===== src/rtl/bin2bcd_ctrl_if.sv =====
// bin2bcd_ctrl_if -- request/result bundle of the binary-to-BCD converter.
//   start  producer -> converter  conversion request (sampled while idle)
//   bin    producer -> converter  8-bit binary operand
//   busy   converter -> producer  conversion in progress
//   done   converter -> producer  one-cycle pulse, bcd/blank just updated
//   bcd    converter -> producer  packed hundreds/tens/units digits
//   blank  converter -> producer  leading-zero mask, [2] hundreds .. [0] units
// Modports: master = producer side, slave = converter side.
interface bin2bcd_ctrl_if;
    logic        start;
    logic [7:0]  bin;
    logic        busy;
    logic        done;
    logic [11:0] bcd;
    logic [2:0]  blank;

    modport master (output start, bin, input  busy, done, bcd, blank);
    modport slave  (input  start, bin, output busy, done, bcd, blank);
endinterface


===== src/rtl/bin2bcd_ctrl.sv =====
// bin2bcd_ctrl -- sequential 8-bit binary to 3-digit BCD converter.
// One shift-add-3 step (adjust_shift) is applied per clock for 8 clocks after
// a start is accepted; the packed result is then published with a done pulse.
// Ports:
//   clk    system clock, rising edge
//   rst_n  synchronous active-low reset
//   bus    bin2bcd_ctrl_if.slave (start, bin, busy, done, bcd, blank)
// Build option: define BIN2BCD_BLANK_EN to register a leading-zero mask on
// blank at completion; otherwise blank stays 3'b000.

// adjust_shift -- one double-dabble step on a 20-bit word:
// every BCD nibble [19:8] above 4 gets +3, then the word shifts left by one.
//   i_work  working word before the step
//   o_work  working word after the step
module adjust_shift (
    input  logic [19:0] i_work,
    output logic [19:0] o_work
);
    logic [19:0] w_adj;

    always_comb begin
        w_adj = i_work;
        if (i_work[19:16] > 4'd4) w_adj[19:16] = i_work[19:16] + 4'd3;
        if (i_work[15:12] > 4'd4) w_adj[15:12] = i_work[15:12] + 4'd3;
        if (i_work[11:8]  > 4'd4) w_adj[11:8]  = i_work[11:8]  + 4'd3;
        o_work = {w_adj[18:0], 1'b0};
    end
endmodule

module bin2bcd_ctrl (
    input  logic           clk,
    input  logic           rst_n,
    bin2bcd_ctrl_if.slave  bus
);
    typedef enum logic {
        IDLE,
        SHIFT
    } state_t;

    state_t      r_state;
    logic [19:0] r_work;
    logic [2:0]  r_cnt;
    logic        r_busy;
    logic        r_done;
    logic [11:0] r_bcd;
    logic [2:0]  r_blank;

    logic [19:0] w_step;
    logic [2:0]  w_blank;

    adjust_shift u_step (
        .i_work (r_work),
        .o_work (w_step)
    );

    // Mask is derived from the final step result so it lands together with bcd.
`ifdef BIN2BCD_BLANK_EN
    always_comb begin
        w_blank    = '0;
        w_blank[2] = (w_step[19:16] == 4'd0);
        w_blank[1] = (w_step[19:16] == 4'd0) && (w_step[15:12] == 4'd0);
    end
`else
    assign w_blank = '0;
`endif

    always_ff @(posedge clk) begin
        if (!rst_n) begin
            r_state <= IDLE;
            r_work  <= '0;
            r_cnt   <= '0;
            r_busy  <= 1'b0;
            r_done  <= 1'b0;
            r_bcd   <= '0;
            r_blank <= '0;
        end else begin
            r_done <= 1'b0;
            case (r_state)
                IDLE: begin
                    if (bus.start) begin
                        r_work  <= {12'd0, bus.bin};
                        r_cnt   <= '0;
                        r_busy  <= 1'b1;
                        r_state <= SHIFT;
                    end
                end
                SHIFT: begin
                    r_work <= w_step;
                    r_cnt  <= r_cnt + 3'd1;
                    if (r_cnt == 3'd7) begin
                        r_bcd   <= w_step[19:8];
                        r_blank <= w_blank;
                        r_done  <= 1'b1;
                        r_busy  <= 1'b0;
                        r_state <= IDLE;
                    end
                end
                default: r_state <= IDLE;
            endcase
        end
    end

    assign bus.busy  = r_busy;
    assign bus.done  = r_done;
    assign bus.bcd   = r_bcd;
    assign bus.blank = r_blank;
endmodule


===== src/flat_wrapper.sv =====
// flat-port wrapper written by rule: the top's interface ports become plain ports
module bin2bcd_ctrl_flat 
  (clk, rst_n, bus_start, bus_bin, bus_busy, bus_done, bus_bcd, bus_blank);
  bin2bcd_ctrl_if bus_i ();
  input  logic clk;
  input  logic rst_n;
  input wire logic [$bits(bus_i.start)-1:0] bus_start;
  input wire logic [$bits(bus_i.bin)-1:0] bus_bin;
  output wire logic [$bits(bus_i.busy)-1:0] bus_busy;
  output wire logic [$bits(bus_i.done)-1:0] bus_done;
  output wire logic [$bits(bus_i.bcd)-1:0] bus_bcd;
  output wire logic [$bits(bus_i.blank)-1:0] bus_blank;
  assign bus_i.start = bus_start;
  assign bus_i.bin = bus_bin;
  assign bus_busy = bus_i.busy;
  assign bus_done = bus_i.done;
  assign bus_bcd = bus_i.bcd;
  assign bus_blank = bus_i.blank;
  bin2bcd_ctrl u_core (.clk(clk), .rst_n(rst_n), .bus(bus_i));
endmodule

===== config.mk =====
export PLATFORM = sky130hd
export DESIGN_NAME = bin2bcd_ctrl_flat
export DESIGN_NICKNAME = d
export VERILOG_FILES = /design/src/rtl/bin2bcd_ctrl_if.sv /design/src/rtl/bin2bcd_ctrl.sv /design/src/flat_wrapper.sv
export SDC_FILE = /design/constraint.sdc
export NUM_CORES = 1
export LEC_CHECK = 0
export ABC_CLOCK_PERIOD_IN_PS = 2800
export CAP_MARGIN = 20
export CORE_AREA = 2 2 70 72
export DETAILED_ROUTE_END_ITERATION = 16
export DIE_AREA = 0 0 72 74
export DONT_BUFFER_PORTS = 1
export GPL_TIMING_DRIVEN = 1
export PLACE_DENSITY_LB_ADDON = 0.3
export REMOVE_ABC_BUFFERS = 1
export SYNTH_ARGS = -nofsm -noshare
export SYNTH_HDL_FRONTEND = slang
export SYNTH_SLANG_ARGS = --single-unit

===== constraint.sdc =====
create_clock -name clk -period 2.8 [get_ports clk]
set_input_delay 0.28 -clock clk [delete_from_list [all_inputs] [get_ports clk]]
set_output_delay 0.28 -clock clk [all_outputs]
set_load 0.005 [all_outputs]

# [Word level (Yosys, flattened, before mapping)]
# Cells that the tools add are included.
[classes] div_mod_pow=0 n_mux=14 n_bitwise=1 n_eq_ne=3 shifts=0 reduce_logical=3 multipliers=0 order_cmp=3 n_addsub=4
[op_table] op="case mux 20 bit (2 select lines)" n=1
[op_table] op="2-to-1 mux 20 bit" n=1
[op_table] op="> comparator 4 x 3 -> 1 bit, second input constant" n=3
[op_table] op="adder 4 x 2 -> 4 bit, second input constant" n=2
[op_table] op="2-to-1 mux 4 bit" n=2
[op_table] op="2-to-1 mux 3 bit" n=2
[op_table] op="case mux 3 bit (2 select lines)" n=1
[op_table] op="AND reduction 2 bit" n=3
[op_table] op="2-to-1 mux 1 bit" n=5
[op_table] op="inequality test 2 bit, second input constant" n=2
[op_table] op="case mux 1 bit (2 select lines)" n=2
[op_table] op="adder 3 x 1 -> 3 bit, second input constant" n=1
[op_table] op="adder 3 x 2 -> 3 bit, second input constant" n=1
[op_table] op="equality test 3 bit, second input constant" n=1
[op_table] op="NOT 1 bit" n=1
[word_totals] rom_bits=0 latchBits=0 ram_bits=0 memories=0 in_bits=11 ff_bits=38

# [Longest topological paths before layout]
# Gate-level depths: netlist of the first run.
[logic_depth] ltp_word=3 ltp_mapped=7 mapped_depth_nobuf=5

# [Modules after synthesis]
# Synthesis of the first run repeated with hierarchy kept, for this count alone.
[unflattened] cells_unflattened=225 hier_area_um2=2003.2
[modules_own_cells] module="bin2bcd_ctrl" cells_each=173 area_each_um2=1637.8 instances=1 seq_area_each_um2=760.7
[modules_own_cells] module="adjust_shift" cells_each=52 area_each_um2=365.4 instances=1 seq_area_each_um2=0.0

# [Worst setup path after synthesis of the first run]
# Ideal clock, no wire load.
[synth_timing] kind="flip-flop to flip-flop" start="register u_core.r_cnt[0]" end="register u_core.r_bcd[6] (netlist: u_core.bus.bcd[6])" n_path_buf=2 path_stages_with_launch=8 path_slack_ns=1.368 arrival_ns=1.294 period_less_slack_ns=1.432 cell_sequence="dfxtp_1 -> ha_1 -> ha_1 -> and2_4 -> buf_6 -> buf_8 -> o2111ai_1 -> o311ai_2"
[synth_via] elab_chain_cells=2
[synth_rtl] element="start, declared" line_no="bin2bcd_ctrl.sv:42" text="logic [2:0] r_cnt;"
[synth_rtl] element="start signal, assigned" line_no="bin2bcd_ctrl.sv:89" text="r_cnt <= r_cnt + 3'd1;"
[synth_rtl] element="equality test 3 bit" line_no="bin2bcd_ctrl.sv:90" text="if (r_cnt == 3'd7) begin"
[synth_rtl] element="AND reduction 2 bit (no line)"
[synth_rtl] element="end signal, assigned" line_no="bin2bcd_ctrl.sv:91" text="r_bcd <= w_step[19:8];"
[synth_rtl] element="end, declared" line_no="bin2bcd_ctrl.sv:45" text="logic [11:0] r_bcd;"
# Every way passes these cells.
# A chain may end at the register's enable or synchronous reset.

# [Worst setup path in the final report of the first run]
[layout_timing] start="register u_core.r_work[12]" end="register u_core.r_bcd[5] (netlist: u_core.bus.bcd[5])"
[layout_via] elab_chain_cells=2 word_cells_on_any_way=3
[layout_rtl] element="start, declared" line_no="bin2bcd_ctrl.sv:41" text="logic [19:0] r_work;"
[layout_rtl] element="start signal, assigned" line_no="bin2bcd_ctrl.sv:81" text="r_work <= {12'd0, bus.bin};"
[layout_rtl] element="start signal, assigned" line_no="bin2bcd_ctrl.sv:88" text="r_work <= w_step;"
[layout_rtl] element="adder 4 x 2 -> 4 bit / > comparator 4 x 3 -> 1 bit (equally long branches)" line_no="bin2bcd_ctrl.sv:24" text="if (i_work[15:12] > 4'd4) w_adj[15:12] = i_work[15:12] + 4'd3;"
[layout_rtl] element="2-to-1 mux 4 bit (*)" line_no="bin2bcd_ctrl.sv:24"
# Every way passes the cells marked *; elsewhere a longest branch is shown, timed or not.

==> results of run 1 <==
## worst min path at each step
stage	startpoint	to
6_report	rst_n	u_core.r_work[1]
5_1_grt	rst_n	u_core.r_work[1]
4_1_cts	rst_n	u_core.r_work[1]
3_5_place_dp	rst_n	u_core.r_work[1]
3_3_place_gp	rst_n	u_core.r_work[6]
2_1_floorplan	rst_n	u_core.r_work[1]
## cell families after synthesis
| family | Yosys count | share of synthesized area [%] |
|---|---|---|
| adders and majority gates | 8 | 4.982 |
| AOI/OAI and AO/OA | 59 | 19.86 |
| buffers and inverters | 33 | 9.775 |
| DFF | 38 | 37.86 |
| other | 1 | 0.1866 |
| muxes | 11 | 5.480 |
| and+or+nand+nor | 77 | 21.86 |
## layout make-up
cell class | count | area (um^2)
Fill cell | 439 | 2526
Multi-Input combinational cell | 158 | 1060
Sequential cell | 38 | 760.7
Clock buffer | 6 | 82.58
Tap cell | 54 | 67.56
Clock inverter | 2 | 60.06
Inverter | 9 | 33.78
Timing Repair Buffer | 1 | 7.507
## layer usage
metal	vias to the layer above	global-route usage, %	share of wire, %
met3	5	5.556	5.0
li1	771	-	-
met4	0	6.289	1.4
met2	24	23.56	45
met1	703	20.02	48
met5	-	0	0
## registers in the layout, indices dropped and copies added, names as in the netlist
| name | cells |
|---|---|
| u_core.bus.bcd | 12 |
| u_core.bus.busy | 1 |
| u_core.bus.done | 1 |
| u_core.r_cnt | 3 |
| u_core.r_state | 1 |
| u_core.r_work | 20 |
## metrics by stage
step	power (mW)	instance area, um^2	instances
after CTS	1.234	2072	268
after global routing	1.266	2072	268
after detailed placement	0.6555	1929	260
after floorplan	0.6389	1854	205
after global placement	0.6538	1929	260
final	1.227	2072	268
## worst register-to-register path: stages, from the launching register on
cell,delay (ns)
dfxtp_1,0.40
inv_1,0.11
ha_1,0.24
nor2b_1,0.48
o2111ai_1,0.20
o311ai_2,0.10
## cell usage in the layout (no fill, tap or decap), drive strengths merged, types with 6 or more instances in the layout
master	instances
o311ai	9
ha	8
clkbuf	6
a21oi	12
dfxtp	38
mux2i	11
nand3	15
nand2	16
and2	8
inv	9
o2111ai	9
nor3b	6
o21ai	19
nor2b	18
## power by group
group          leakage, nW  switching (mW)  total [mW]  internal (mW)
registers            0.309          0.0180       0.575          0.557
logic                0.343          0.0347      0.0682         0.0334
clock network       0.0714           0.204       0.584          0.380
==> flow_results.org, run 1 <==
** Synthesis
- The cell area that synthesis handed to floorplanning was 2009 um^2.
- The synthesized design devotes to its leading area cell type 37.86% of total area.
- Number of distinct library cell variants in the gate-level netlist after synthesis :: 33
- Flops & latches, synth :: 38
- The average instance in the mapped netlist occupies 8.852 um^2.
- Counting flops with a built-in enable in the synthesized netlist gives 0.
- Counting instances in the post-synthesis netlist gives the leading cell types as dfxtp_1 (38), o21ai_0 (19), nor2b_1 (18).
- Synthesis warning total :: 0
- Gate Count Post-Synth :: 227
- Dominant cell by count in the synthesized netlist :: dfxtp_1
- Register area share after synthesis :: 37.86%
- After synthesis, the share of flip-flops with an asynchronous set or reset is 0%.
- The synthesized design spends more area on one cell type than any other, namely dfxtp_1.
- In the synthesized netlist the dominant register cell turns out to be dfxtp_1.
- Synth area leaders :: dfxtp_1 (38%), nor2b_1 (5.6%), mux2i_1 (5.5%)

** Critical path
- Together, buffers and inverters on the worst path number 1.
- Cell chain of the critical path :: inv_1 -> ha_1 -> nor2b_1 -> o2111ai_1 -> o311ai_2
- Of all nets on the critical path, the largest fanout is 8.
- Worst setup path endpoint :: u_core.bus.bcd[5]
- Measured in cells, the most critical reg-to-reg path has a length of 5.
- Type of element capturing the critical path :: flip-flop
- Slowest cell delay on critical path :: 0.48 ns
- Type of the worst setup path :: flip-flop to flip-flop
- The most critical setup path has its startpoint at u_core.r_work[12].
- Critical path startpoint category :: flip-flop
- At the worst endpoint, the required time is 3.00 ns.
- Slowest CP cell :: nor2b_1
- In this run the critical register-to-register path is launched from u_core.r_work[12].
- Path length in cells of the critical path :: 5
- Reg-to-reg endpoint :: u_core.bus.bcd[5]
- Setup slack of the most critical reg-to-reg path :: 1.17 ns
- Broken down by cell family, the worst path's largest delay share belongs to simple AND/OR/NAND/NOR gates.
- Arrival time at the worst endpoint :: 1.83 ns

** Placed design
- Before CTS, the worst setup slack after placement is 1.178 ns.
- HPWL reported at the end of detailed placement :: 2439 um
- Final weighted congestion of routability-driven global placement :: 0.8398
- Input and output buffers added on the ports amount to 0.

** STA
- At the pin with the least slew margin, the transition time is 0.5774 ns.
- Peak Freq :: 0.6147 GHz
- Final critical-path required period :: 1.627 ns
- After layout, the worst path uses 58.10% of the clock period.
- Final Setup Violations :: 0
- Across the routed clock network, the largest skew measured is 0.002615 ns.
- In the post-route analysis, the smallest setup slack over all paths is 1.173 ns.
- Worst slew margin relative to its limit :: 61.43%
- The number of slew-limit violations in the final report came to 0.
- Worst Hold Slack :: 0.1051 ns
- Final hold viol count :: 0
- Unrepaired setup endpoints after global routing :: no
- For the final routed database, the setup TNS stands at 0 ns.

** Min path
- Worst hold path stage count :: 1
- HP Class :: input pin to flip-flop

** Finish
- Compared with the post-synthesis result, the final layout area differs by 3.113%.
- Measured on the finished design, the core utilization comes to 45.06%.
- Net count, final :: 232
- 0 antenna diodes ended up in the layout.
- Of the cells placed in the final design, the portion with a size suffix greater than 1 is 7.477%.

** Clock tree
- Clock-pin slew was measured on the worst setup and hold paths at 0.08 ns.
- The number of clock buffers added by TritonCTS is 5.
- Post-cts gate resize count :: 0
- Clock tree synthesis found a total of 38 sinks.
- H-Tree Level Count :: 2
- For the worst-skew pair, the clock arrives at the later sink with an insertion delay of 0.29 ns.
- The clock passes through at most 2 buffers.
- Once the clock tree was built, the setup fixing pass inserted 0 buffers.
- TritonCTS built the clock tree.
- The tree is rooted in a clkbuf_8.
- CTS Hold Buffers Added :: 0

** Route
- Final antenna-violating net count :: 0
- Summing over every cut layer, the via total after detailed routing is 1503.
- The first routing iteration left 82 violations.
- In the routed layout, each cell is associated on average with a via count of 5.608.
- WL/cell :: 14.26 um
- Total length of routed wires :: 3821 um
- Post-route DRC :: 0
- The first detailed-routing pass ran for 4 iterations.

** Floorplanning
- Row count :: 25
- Overall die area :: 5328 um^2
- DIE HEIGHT :: 74 um
- Initial core utilization :: 43.70%
- In this run the count of I/O pins placed on the die edge is 28.
- DIE WIDTH :: 72 um
- The core region is 4598 um^2.

** Global route
- Aggregate global-route resource usage :: 15.44%
- The first global-routing pass estimated 6417 um of wire.
- Summed over all layers, the global routing overflow is 0.
- Antenna violations before repair :: 0
- The via count of the first global-routing pass came to 1391.
- Entering global routing, the biggest net connects 52 pins.

** Run status
- Outcome :: finished, final reports clean

** Power and ir drop
- Summed over all cells, the static leakage comes to 0.7236 nW.
- IR analysis of the VDD net gives a maximum drop of 0.0003732 V.
- Power spread over the standard cell area amounts to 591.9 nW/um^2.

** Run
- Max-cap violations in this run came to 0.
Power figures use the tool's default switching activity.
==> run 2: changes to the inputs <==
ABC_AREA = 1   (was not set)
ABC_CLOCK_PERIOD_IN_PS = 1490   (was 2800)
CORE_AREA = 2 2 68 70   (was 2 2 70 72)
DIE_AREA = 0 0 70 72   (was 0 0 72 74)
clock period = 1.49 ns   (was 2.8 ns; I/O delays follow)
==> flow_results.org, run 2 <==
** Finish
- The repair_antennas step left the layout with diodes totalling 0.
- Area Growth Syn to Fin :: 6.780%
- The register with the most flip-flops in the final layout is u_core.r_work.
- Fill cells in the final layout number 435.
- After routing the design area is 1971 um^2.
- The net count of the finished layout is 284.
- Leaving out fill and tap cells, the most frequent cell in the layout is nand2_1.
- Ratio of cells with drive above 1 in the final layout :: 8.712%
- Most frequent cells in the layout :: nand2_1 (104), dfxtp_1 (38), inv_1 (30), nand3_1 (30), a21oi_1 (16)
- The register with the most flip-flops in the layout has 20 of them.

** STA
- In the post-route analysis, the smallest setup slack over all paths is 0.1621 ns.
- The number of slew-limit violations in the final report was 0.
- Peak Freq :: 0.7531 GHz
- Final Setup Violations :: 0
- Dividing the final minimum period by the clock period gives 89.12%.
- Final critical-path required period :: 1.328 ns
- Unrepaired setup endpoints after global routing :: no
- Final setup skew :: 0.009305 ns
- The count of endpoints failing hold in the final timing report is 0.

** Min path
- In this run the worst hold path is classified as input pin to flip-flop.
- Worst hold path stage count :: 2

** Clock tree
- The number of setup buffers added after CTS is 0.
- Clk pin slew, worst setup/hold paths :: 0.07 ns
- Max clock buf depth :: 2
- TritonCTS built the clock tree.
- At the later pin of the worst-skew pair, clock insertion delay measures 0.28 ns.
- H-Tree Level Count :: 2
- The root buffer cell chosen for the clock tree is clkbuf_8.
- In this run, CTS created clock tree buffers numbering 5.
- Total clock sinks :: 38
- Once the clock tree was built, the resizer swapped 0 gates to a different size.

** Synthesis
- During synthesis, Yosys emitted a total of 0 warnings.
- Yosys mapped a number of flops with a built-in enable equal to 0.
- Flops & latches, synth :: 38
- By area the synthesized netlist is led by dfxtp_1 (41%), nand2_1 (21%), nand3_1 (8.1%).
- Counting instances in the post-synthesis netlist gives the leading cell types as nand2_1 (104), dfxtp_1 (38), inv_1 (30), nand3_1 (30), a21oi_1 (16).
- Mapped Area :: 1846 um^2
- Post-synthesis area per instance :: 7.126 um^2
- In the synthesized netlist the dominant register cell turns out to be dfxtp_1.
- The synthesized design spends more area on one cell type than any other, namely dfxtp_1.
- Among all cell types in the netlist, the one instantiated most often is nand2_1.
- Counting every instance in the synthesized netlist gives 259.
- In the synthesized netlist the async set-or-reset flop fraction comes to 0%.
- Number of distinct library cell variants in the gate-level netlist after synthesis :: 21
- Area share of the largest cell type after synthesis :: 41.22%
- Register area share after synthesis :: 41.22%

** Critical path
- For the worst flop-to-flop path, the logic depth is 9.
- Buffers plus inverters on the worst setup path :: 2
- In this run the worst path has a maximum fanout of 5.
- The worst setup path is captured at a flip-flop.
- Cell class contributing the biggest share of worst-path delay :: simple AND/OR/NAND/NOR gates
- The largest individual stage delay along the critical path comes from the cell dfxtp_1.
- Path length in cells of the critical path :: 9
- Walking the worst path, the cells encountered are inv_1 -> ha_1 -> inv_1 -> nand2_1 -> nand2_2 -> nand2_1 -> nand2_1 -> nand2_1 -> a21oi_1.
- Most frequent cell on the critical path :: nand2_1
- Data on the critical path is required at its endpoint by 1.70 ns.
- Critical path startpoint category :: flip-flop
- On the worst path, the slowest cell contributes a delay of 0.35 ns.
- At the worst endpoint, the arrival time is 1.54 ns.
- The critical path in this run is classified as flip-flop to flip-flop.

** Global route
- After global routing the overflow that remains totals 0.
- The via count of the first global-routing pass came to 1450.
- Antenna violations before repair :: 0
- First-pass GRT wire length :: 6223 um
- Entering global routing, the biggest net connects 19 pins.
- For this run, the total global-route usage over all layers was measured as 15.40%.

** Floorplanning
- The floorplan step defined a die boundary enclosing 5040 um^2.
- For this design the top-level I/O count stands at 28.
- From bottom edge to top edge, the die measures 72 um.
- Initial core utilization :: 43.28%
- Row generation in the floorplan step produced 24 rows.
- The core region is 4264 um^2.
- In this run the horizontal extent of the chip is 70 um.

** Route
- WL/cell :: 11.31 um
- Iter 0 DRT Violations :: 72
- Total number of vias :: 1524
- In the routed layout, each cell is associated on average with a via count of 4.823.
- Post-route DRC :: 0
- First-pass DRT Iterations :: 4
- Wires add up to 3575 um.
- In this run the remaining antenna-violating nets after routing total 0.

** Power and ir drop
- Post-layout power :: 1.865 mW
- Standby leakage power :: 0.9984 nW
- Ratio of total power to cell area :: 946.5 nW/um^2
- VDD sags by at most 0.0005273 V.

** Placed design
- Setup slack at placement :: 0.1843 ns
- After legalization and detailed placement, the total HPWL measured 2523 um.
- The placed instances occupy a cell area of 1868 um^2.
- Buffers placed on the I/O ports in this run total 0.
- Routability-driven placement finished with a final weighted congestion of 0.7860.

** Run status
- Outcome :: finished, final reports clean

** Run
- Max-cap violation count :: 0
## run 2: changes by cell type after synthesis, moves of 9 or more
cell       previous run  this run
o21ai_0              19         3
inv_1                 9        30
o2111ai_1             9         0
nor2b_1              18         0
nand3_1              13        30
mux2i_1              11         0
nand2_1              15       104
buf_2                10         1
## run 2: where the power goes
part	total, mW	internal (mW)	switching, mW
sequential	1.05	1.04	0.0159
combinational	0.124	0.0442	0.0795
clock	0.689	0.357	0.332
## run 2: cell type report
cell class	instances	area [um^2]	area share, %
multi-input cells	178	865.8	43.94
inverters	33	123.9	6.286
clock buffers	6	82.58	4.190
repair buffers	9	72.57	3.683
well taps	52	65.06	3.302
flip-flops and latches	38	760.7	38.60
## run 2: final timing paths
check,slack [ns],start,endpoint
setup / recovery,0.16,u_core.r_work[8],u_core.r_work[11]
hold / removal,0.05,bus_start,u_core.r_state
setup reg to reg,0.16,u_core.r_work[8],u_core.r_work[11]
hold reg to reg,0.46,u_core.r_work[9],u_core.r_work[9]
## run 2: stage by stage
step / TNS, ns / std cells / hold WS, ns / util (%)
floorplan: -0.1264 / 249 / 0.2466 / -
global placement: 0 / 308 / 0.2504 / 43.81
detailed placement: 0 / 308 / 0.2520 / 43.81
CTS: 0 / 316 / 0.03791 / 46.21
global route: 0 / 316 / 0.05958 / 46.21
finish: 0 / 316 / 0.04924 / 46.21
## run 2: kinds of logic after synthesis
kind of cell	share of synthesized area [%]
AND/OR/NAND/NOR	34.37
flip-flops	41.22
buffers and inverters	12.27
adder cells (fa/ha/maj)	5.424
AO/OA/AOI/OAI	6.508
other	0.2032
## run 2: what timing repair did
action,in CTS,in global routing
endpoints found under the hold margin,9,0
hold buffers,2,0
endpoints found under the setup margin,0,0
## run 2: metal layers
metal	vias to the layer above	global-route usage, %	share of wire (%)	wire length (um)
li1	810	-	-	-
met1	670	17.71	47	1671
met2	39	25.61	45	1593
met3	5	6.111	7.2	259
met4	0	6.624	1.4	51
met5	-	0	0	0
==> run 3: changes to the inputs <==
--- a/config.mk
+++ b/config.mk
@@ -10,4 +10,5 @@
 export CAP_MARGIN = 20
 export CORE_AREA = 2 2 68 70
+export CTS_CLUSTER_SIZE = 24
 export DETAILED_ROUTE_END_ITERATION = 16
 export DIE_AREA = 0 0 70 72
==> constraint.sdc (replaced) <==
create_clock -name clk -period 1.49 [get_ports clk]
set_input_delay 0.149 -clock clk [delete_from_list [all_inputs] [get_ports clk]]
set_output_delay 0.149 -clock clk [all_outputs]
set_load 0.02 [all_outputs]
==> flow_results.org, run 3 (synthesis results as in run 2) <==
** Route
- Total number of vias :: 1534
- The detail route stage leaves a number of antenna-violating nets equal to 0.
- Using the TritonRoute via totals, the vias-per-cell ratio works out to 4.824.
- Iter 0 DRT Violations :: 65
- In the final routed layout, each cell accounts on average for 11.12 um.
- After detailed routing, the number of remaining DRC violations is 0.
- Summed over all layers, the routed wires come to 3535 um.
- First-pass DRT Iterations :: 4

** Finish
- Net count, final :: 285
- Number of antenna cells inserted :: 0
- The layout has 439 filler cells.
- In the layout the commonest cells are nand2_1 (104), dfxtp_1 (38), inv_1 (30), nand3_1 (30), a21oi_1 (16).
- The register with the most flip-flops in the layout has 20 of them.
- Area Growth Syn to Fin :: 6.847%
- The post-route netlist has 8.647% of its cells at a drive strength greater than 1.
- The library cell used most frequently in the layout, excluding fill and tap cells, is nand2_1.
- u_core.r_work holds more flip-flops than any other register.

** Min path
- HP Class :: input pin to flip-flop
- Hold_sp :: bus_start

** Clock tree
- Clock tree synthesis selected as its root buffer the cell clkbuf_8.
- The clock reaches the later pin of the worst-skew pair after 0.28 ns.
- Clk pin slew, worst setup/hold paths :: 0.07 ns
- TritonCTS built the clock tree.
- Max clock buf depth :: 2
- H-Tree Level Count :: 2
- Number of clock buffers inserted by TritonCTS :: 5
- Total clock sinks :: 38

** Floorplanning
- DIE HEIGHT :: 72 um
- Initial core utilization :: 43.28%
- From left edge to right edge, the die measures 70 um.
- In this run the standard cell core region covers 4264 um^2.
- Row count :: 24
- The die covers 5040 um^2.
- 28 I/O pins were placed.

** Power and ir drop
- The analysis attributes to cell leakage a power of 0.9990 nW.
- IR analysis of the VDD net gives a maximum drop of 0.0005989 V.
- In this run the power density over the cells is 925.2 nW/um^2.

** Critical path
- Of all nets on the critical path, the largest fanout is 5.
- At the worst endpoint, the arrival time is 1.54 ns.
- Type of element capturing the critical path :: flip-flop
- In this run the worst setup path begins at u_core.r_work[8].
- STA classifies the critical path startpoint as a flip-flop.
- Required time of the critical path :: 1.71 ns
- The worst setup path is of the flip-flop to flip-flop kind.
- The startpoint identified for the worst register-to-register timing path is u_core.r_work[8].

** STA
- Across the routed clock network, the largest skew measured is 0.004723 ns.
- Peak Freq :: 0.7563 GHz
- The number of slew-limit violations in the final report was 0.
- Final setup margin :: 0.1677 ns
- Final Setup Violations :: 0
- The count of endpoints failing hold in the final timing report came to 0.
- Final critical-path required period :: 1.322 ns
- After layout, the worst path uses 88.74% of the clock period.
- Sum of negative setup slack :: 0 ns

** Placed design
- Setup slack at placement :: 0.1725 ns
- Final weighted congestion of routability-driven global placement :: 0.7783
- HPWL reported at the end of detailed placement :: 2494 um
- Buffers on Ports :: 0

** Global route
- The initial antenna violation count came to 0.
- Across every metal layer, demand over resource in global routing totals 15.46%.
- Maximum number of pins on one net before global-route repair :: 19
- After global routing the overflow that remains totals 0.
- The via count of the first global-routing pass was 1485.
- The first global-routing pass estimated 6223 um of wire.

** Run status
- The flow ran to the end, and the final reports show no timing, DRC or antenna violations.

** Run
- Max-cap violation count :: 0
run 3: cell count changes in the layout (fill, tap and decap cells not counted), sizes merged:
cell    delta
buf        +1
clkbuf     +1
run 3: per-layer routing:
| metal | track usage, % | share of wire, % | vias to the layer above |
|---|---|---|---|
| met2 | 25.40 | 45 | 43 |
| met1 | 17.90 | 45 | 669 |
| li1 | - | - | 813 |
| met3 | 5.972 | 7.6 | 9 |
| met5 | 0 | 0 | - |
| met4 | 7.265 | 2.2 | 0 |
run 3: worst paths after layout:
path / endpoint / slack [ns] / cells past startpoint
hold / removal: u_core.r_state / 0.03 / 2
setup reg to reg: u_core.r_work[11] / 0.17 / 9
hold reg to reg: u_core.r_work[8] / 0.46 / 2
setup / recovery: u_core.r_work[11] / 0.17 / 9
run 3: cell type report:
cell class / instances / area, um^2 / share of cell area, %
timing repair buffer: 10 / 80.08 / 4.061
tap: 52 / 65.06 / 3.299
inverter: 33 / 123.9 / 6.282
multi-input combinational: 178 / 865.8 / 43.91
clock buffer: 7 / 76.32 / 3.871
sequential: 38 / 760.7 / 38.58
run 3: per-stage QoR:
step | hold WS [ns] | cells | instance area (um^2) | util [%] | power, mW
after global placement | 0.2503 | 308 | 1868 | 43.81 | 1.199
after CTS | 0.02625 | 317 | 1964 | 46.07 | 1.860
final | 0.03180 | 318 | 1972 | 46.24 | 1.824
after global routing | 0.03141 | 318 | 1972 | 46.24 | 1.915
after floorplan | 0.2466 | 249 | 1750 | - | 1.162
after detailed placement | 0.2521 | 308 | 1868 | 43.81 | 1.200
run 3: what timing repair did:
action	4_1_cts	5_1_grt
hold buffers	2	0
setup endpoints to repair	0	1
hold endpoints to repair	9	0
buffers inserted	0	1
resized for setup	0	0
run 3: report_power, final:
part	total, mW	internal, mW	switching [mW]	leakage (nW)
combinational	0.128	0.0443	0.0840	0.653
sequential	1.05	1.04	0.0176	0.308
clock	0.641	0.322	0.320	0.0383
run 3: worst max-delay path, stage by stage, from the launching register on:
cell and delay (ns):
dfxtp_1 0.35, inv_1 0.11, ha_1 0.23, inv_1 0.05
nand2_1 0.08, nand2_2 0.12, nand2_1 0.06, nand2_1 0.10
nand2_1 0.06, a21oi_1 0.10
